--- config.mk ---
export PLATFORM = sky130hd
export DESIGN_NAME = edge_point_feeder
export DESIGN_NICKNAME = d
export VERILOG_FILES = /design/src/rtl/edge_point_feeder.sv
export SDC_FILE = /design/constraint.sdc
export NUM_CORES = 1
export LEC_CHECK = 0
export CORE_MARGIN = 5
export CORE_UTILIZATION = 52
export DETAILED_ROUTE_END_ITERATION = 6
export PLACE_DENSITY = 0.86
export SYNTH_ARGS = -nofsm -noshare
export SYNTH_HDL_FRONTEND = slang
export SYNTH_SLANG_ARGS = --single-unit
--- constraint.sdc ---
create_clock -name clk -period 2.5 [get_ports clk]
set_input_delay 0.75 -clock clk [delete_from_list [all_inputs] [get_ports clk]]
set_output_delay 0.75 -clock clk [all_outputs]
set_load 0.005 [all_outputs]
--- src/rtl/edge_point_feeder.sv ---
// Raster-scans a binary edge map held in BRAM and hands each set pixel to a
// Hough transformer, one (x,y) point at a time with a start/done handshake.
`timescale 1ns/1ps

module edge_point_feeder #(
   parameter int IMG_W = 640,
   parameter int IMG_H = 480
) (
   input  logic        clk,
   input  logic        reset,
   input  logic        frame_start,
   output logic [18:0] edge_addr,
   input  logic        edge_data,
   output logic [9:0]  x,
   output logic [8:0]  y,
   output logic        start,
   input  logic        done,
   output logic        busy,
   output logic        frame_done,
   output logic [15:0] point_count
);

   typedef enum logic [2:0] {
      IDLE      = 3'd0,
      FETCH     = 3'd1,
      LATCH     = 3'd2,
      ISSUE     = 3'd3,
      WAIT_DONE = 3'd4,
      ADVANCE   = 3'd5,
      FINISH    = 3'd6
   } state_t;

   localparam logic [9:0] X_LAST = 10'(IMG_W - 1);
   localparam logic [8:0] Y_LAST = 9'(IMG_H - 1);

   state_t state_r;

   function automatic logic [15:0] sat_inc16(input logic [15:0] v);
      if (v == 16'hFFFF) begin
         return v;
      end else begin
         return v + 16'd1;
      end
   endfunction

   // Scan FSM; edge_addr tracks y*IMG_W+x by stepping alongside x/y, so no multiplier.
   always_ff @(posedge clk) begin
      if (reset) begin
         state_r     <= IDLE;
         x           <= 10'd0;
         y           <= 9'd0;
         edge_addr   <= 19'd0;
         start       <= 1'b0;
         busy        <= 1'b0;
         frame_done  <= 1'b0;
         point_count <= 16'd0;
      end else begin
         start      <= 1'b0;
         frame_done <= 1'b0;
         case (state_r)
            IDLE: begin
               if (frame_start) begin
                  x           <= 10'd0;
                  y           <= 9'd0;
                  edge_addr   <= 19'd0;
                  point_count <= 16'd0;
                  busy        <= 1'b1;
                  state_r     <= FETCH;
               end else begin
                  state_r <= IDLE;
               end
            end
            FETCH: begin
               state_r <= LATCH;
            end
            LATCH: begin
               // start is registered here so it is high exactly while in ISSUE
               if (edge_data) begin
                  start       <= 1'b1;
                  point_count <= sat_inc16(point_count);
                  state_r     <= ISSUE;
               end else begin
                  state_r <= ADVANCE;
               end
            end
            ISSUE: begin
               state_r <= WAIT_DONE;
            end
            WAIT_DONE: begin
               if (done) begin
                  state_r <= ADVANCE;
               end else begin
                  state_r <= WAIT_DONE;
               end
            end
            ADVANCE: begin
               if (x == X_LAST) begin
                  if (y == Y_LAST) begin
                     frame_done <= 1'b1;
                     state_r    <= FINISH;
                  end else begin
                     x         <= 10'd0;
                     y         <= y + 9'd1;
                     edge_addr <= edge_addr + 19'd1;
                     state_r   <= FETCH;
                  end
               end else begin
                  x         <= x + 10'd1;
                  edge_addr <= edge_addr + 19'd1;
                  state_r   <= FETCH;
               end
            end
            FINISH: begin
               busy    <= 1'b0;
               state_r <= IDLE;
            end
            default: begin
               busy    <= 1'b0;
               state_r <= IDLE;
            end
         endcase
      end
   end

endmodule

==> results.toml <==
[clock_tree]
cts_hold_buf = 0
ctsResizeCount = 0
clk_path_buf_depth = 2
clkTransAtPathRegs_ns = 0.07
cts_setup_buffers = 0
cts_tree = "built"
root_buffer = "clkbuf_8"
numCtsBuffers = 9
numClockSinks = 60
cts-htree-levels = 3
clk_latency_ns = 0.34

[setup_path]
crit_start = "frame_start"
reg2reg_setup_slack_ns = 0.26
cp-start-kind = "input pin"
slowest_stage = "or4b_2"
critPathMaxStageDelay_ns = 0.71
r2r-end = "point_count[8]$_SDFFE_PP0P_"
crit_required_ns = 2.72
worstPathCellList = "clkdlybuf4s50_1, or4b_2, nand2b_1, a21oi_1, o21ai_0, o21ai_0"
crit_buf_inv = 1
end_kind = "flop"
crit_arrival_ns = 2.54
reg2regPathDepth = 6
r2r_start = "point_count[0]$_SDFFE_PP0P_"
criticalPathCategory = "in2reg"
crit_family = "simple AND/OR/NAND/NOR gates"
crit_top_cell = "o21ai_0"
cp_max_fo = 8

[die]
die_x_microns = 89.05
fp.coreArea_sq_um = 5991
num_io_pins = 62
die_h_microns = 89.05
die-area_sq_um = 7930
rows = 28
initial_core_util_pct = 54.24

[flow_run]
cap_violations = 0

[synth]
async_flop_share_pct = 0
ys_types = 62
yosys_warnings = 0
ys_seq_area_share_pct = 36.97
syn_inst = 402
synth_seq_cells = 60
ys.flop_type = "dfxtp_1"
syn_nets = 411
syn_area_sq_um = 3249
synth.avg_cell_area_sq_um = 8.083
synth_edf_count = 0

[power_and_ir_drop]
power_per_cell_area_nw_per_um2 = 496.2
leakagePower_nw = 1.333
ir_drop_v = 0.0003090
power_mw = 2.067

[global_routing]
grt_max_degree = 26
grt_pass1_vias = 3124
antenna_found_initial = 0
gr-usage-all-layers_pct = 23.20
grt_overflow = 0
grt_pass1_wl_microns = 14660

[sta]
final_hold_viol_count = 0
setup_ws_ns = 0.1767
maxSlewViolCount = 0
fmax_mhz = 430.4
rsz0062_at_grt = "no"
setup_tns_ns = 0
slew_headroom_pct = 56.87
finClkSkew_ns = 0.008043
setup_viol = 0
worst_pin_slew_ns = 0.6410
post-route-period-util_pct = 92.93
min_period_ns = 2.323

[drt]
drc = 0
dr.pass1.iters = 5
drtIter0Drc = 357
routed_wirelength_microns = 8985
ant_nets = 0
drt-vias-per-instance = 6.276
wl_per_cell_microns = 16.19
vias = 3483

[layout]
final_area_sq_um = 4167
final_util_pct = 69.55
drive_above_1_share_pct = 11.04
area_growth_pct = 28.23
antennaDiodeCount = 0
layout_common_cells = "dfxtp_1 (60), clkdlybuf4s50_1 (60), nand2_1 (42)"
fin_nets = 484

[hold_path]
hp-class = "reg2reg"
holdCritStartpoint = "busy$_SDFFE_PP0P_"
holdPathEnd = "busy$_SDFFE_PP0P_"
hold_depth = 2

[placed_design]
pre_cts_slack_ns = -0.1478
port_buffers = 61
globalplace.congestion = 0.8808
hpwlAfterDp_microns = 6325
placed_area_sq_um = 3964

[outcome]
status = "complete, no violations"
==> metrics by stage <==
step	hold slack [ns]	cells
final	0.5046	555
after detailed placement	0.4872	539
after global routing	0.5364	555
after floorplan	0.4725	402
after global placement	0.4765	539
after CTS	0.4997	555
==> synth_stat cells (9+ instances only) <==
cell type,number,area (sq um)
a21oi_1,39,195.2
a31oi_1,13,81.33
dfxtp_1,60,1201
inv_1,10,37.54
nand2_1,42,157.7
nand3_1,25,125.1
nand3b_1,9,67.56
nand4_1,11,68.82
nor2_1,29,108.9
nor3_1,15,75.07
o21ai_0,30,150.1
==> registers in the layout, indices dropped and copies added, names as in the netlist <==
| signal | count |
|---|---|
| frame_done | 1 |
| edge_addr | 19 |
| busy | 1 |
| start | 1 |
| state_r | 3 |
| point_count | 16 |
| y | 9 |
| x | 10 |
==> cell families after synthesis <==
family | Yosys count | share of synthesized area [%]
adders and majority gates | 4 | 1.540
buffers and inverters | 30 | 5.545
muxes | 2 | 0.6931
DFF | 60 | 36.97
and+or+nand+nor | 184 | 31.73
xor gates and xnor gates | 2 | 0.5392
AOI/OAI and AO/OA | 120 | 22.99
==> power by group <==
part | internal [mW] | total (mW) | switching, mW
Sequential | 0.965 | 0.983 | 0.0185
Combinational | 0.0780 | 0.195 | 0.117
Clock | 0.511 | 0.889 | 0.378
==> worst max path at each step <==
stage,to,cells past startpoint
floorplan,point_count[7]$_SDFFE_PP0P_,6
global placement,point_count[11]$_SDFFE_PP0P_,6
detailed placement,point_count[9]$_SDFFE_PP0P_,6
CTS,point_count[9]$_SDFFE_PP0P_,6
global route,point_count[9]$_SDFFE_PP0P_,8
finish,point_count[9]$_SDFFE_PP0P_,6
==> layout make-up <==
class	count	area [sq um]
inverters	10	37.54
well taps	75	93.84
repair buffers	82	763.2
clock buffers	12	155.1
clock inverters	4	47.55
fillers	472	1824
flip-flops and latches	60	1201
multi-input cells	312	1868
==> worst min-delay path, stage by stage, from the launching register on <==
cell	delay, ns
dfxtp_1	0.34
a21oi_1	0.07
nor2_1	0.07
==> per-layer routing <==
metal	track usage [%]	part of all wire, %	up-vias
li1	-	-	1670
met1	31.62	43	1622
met2	36.03	48	172
met3	5.622	7.9	19
met4	7.984	1.4	0
met5	0	0	-
Note: power is estimated with default switching activity, not from simulation.
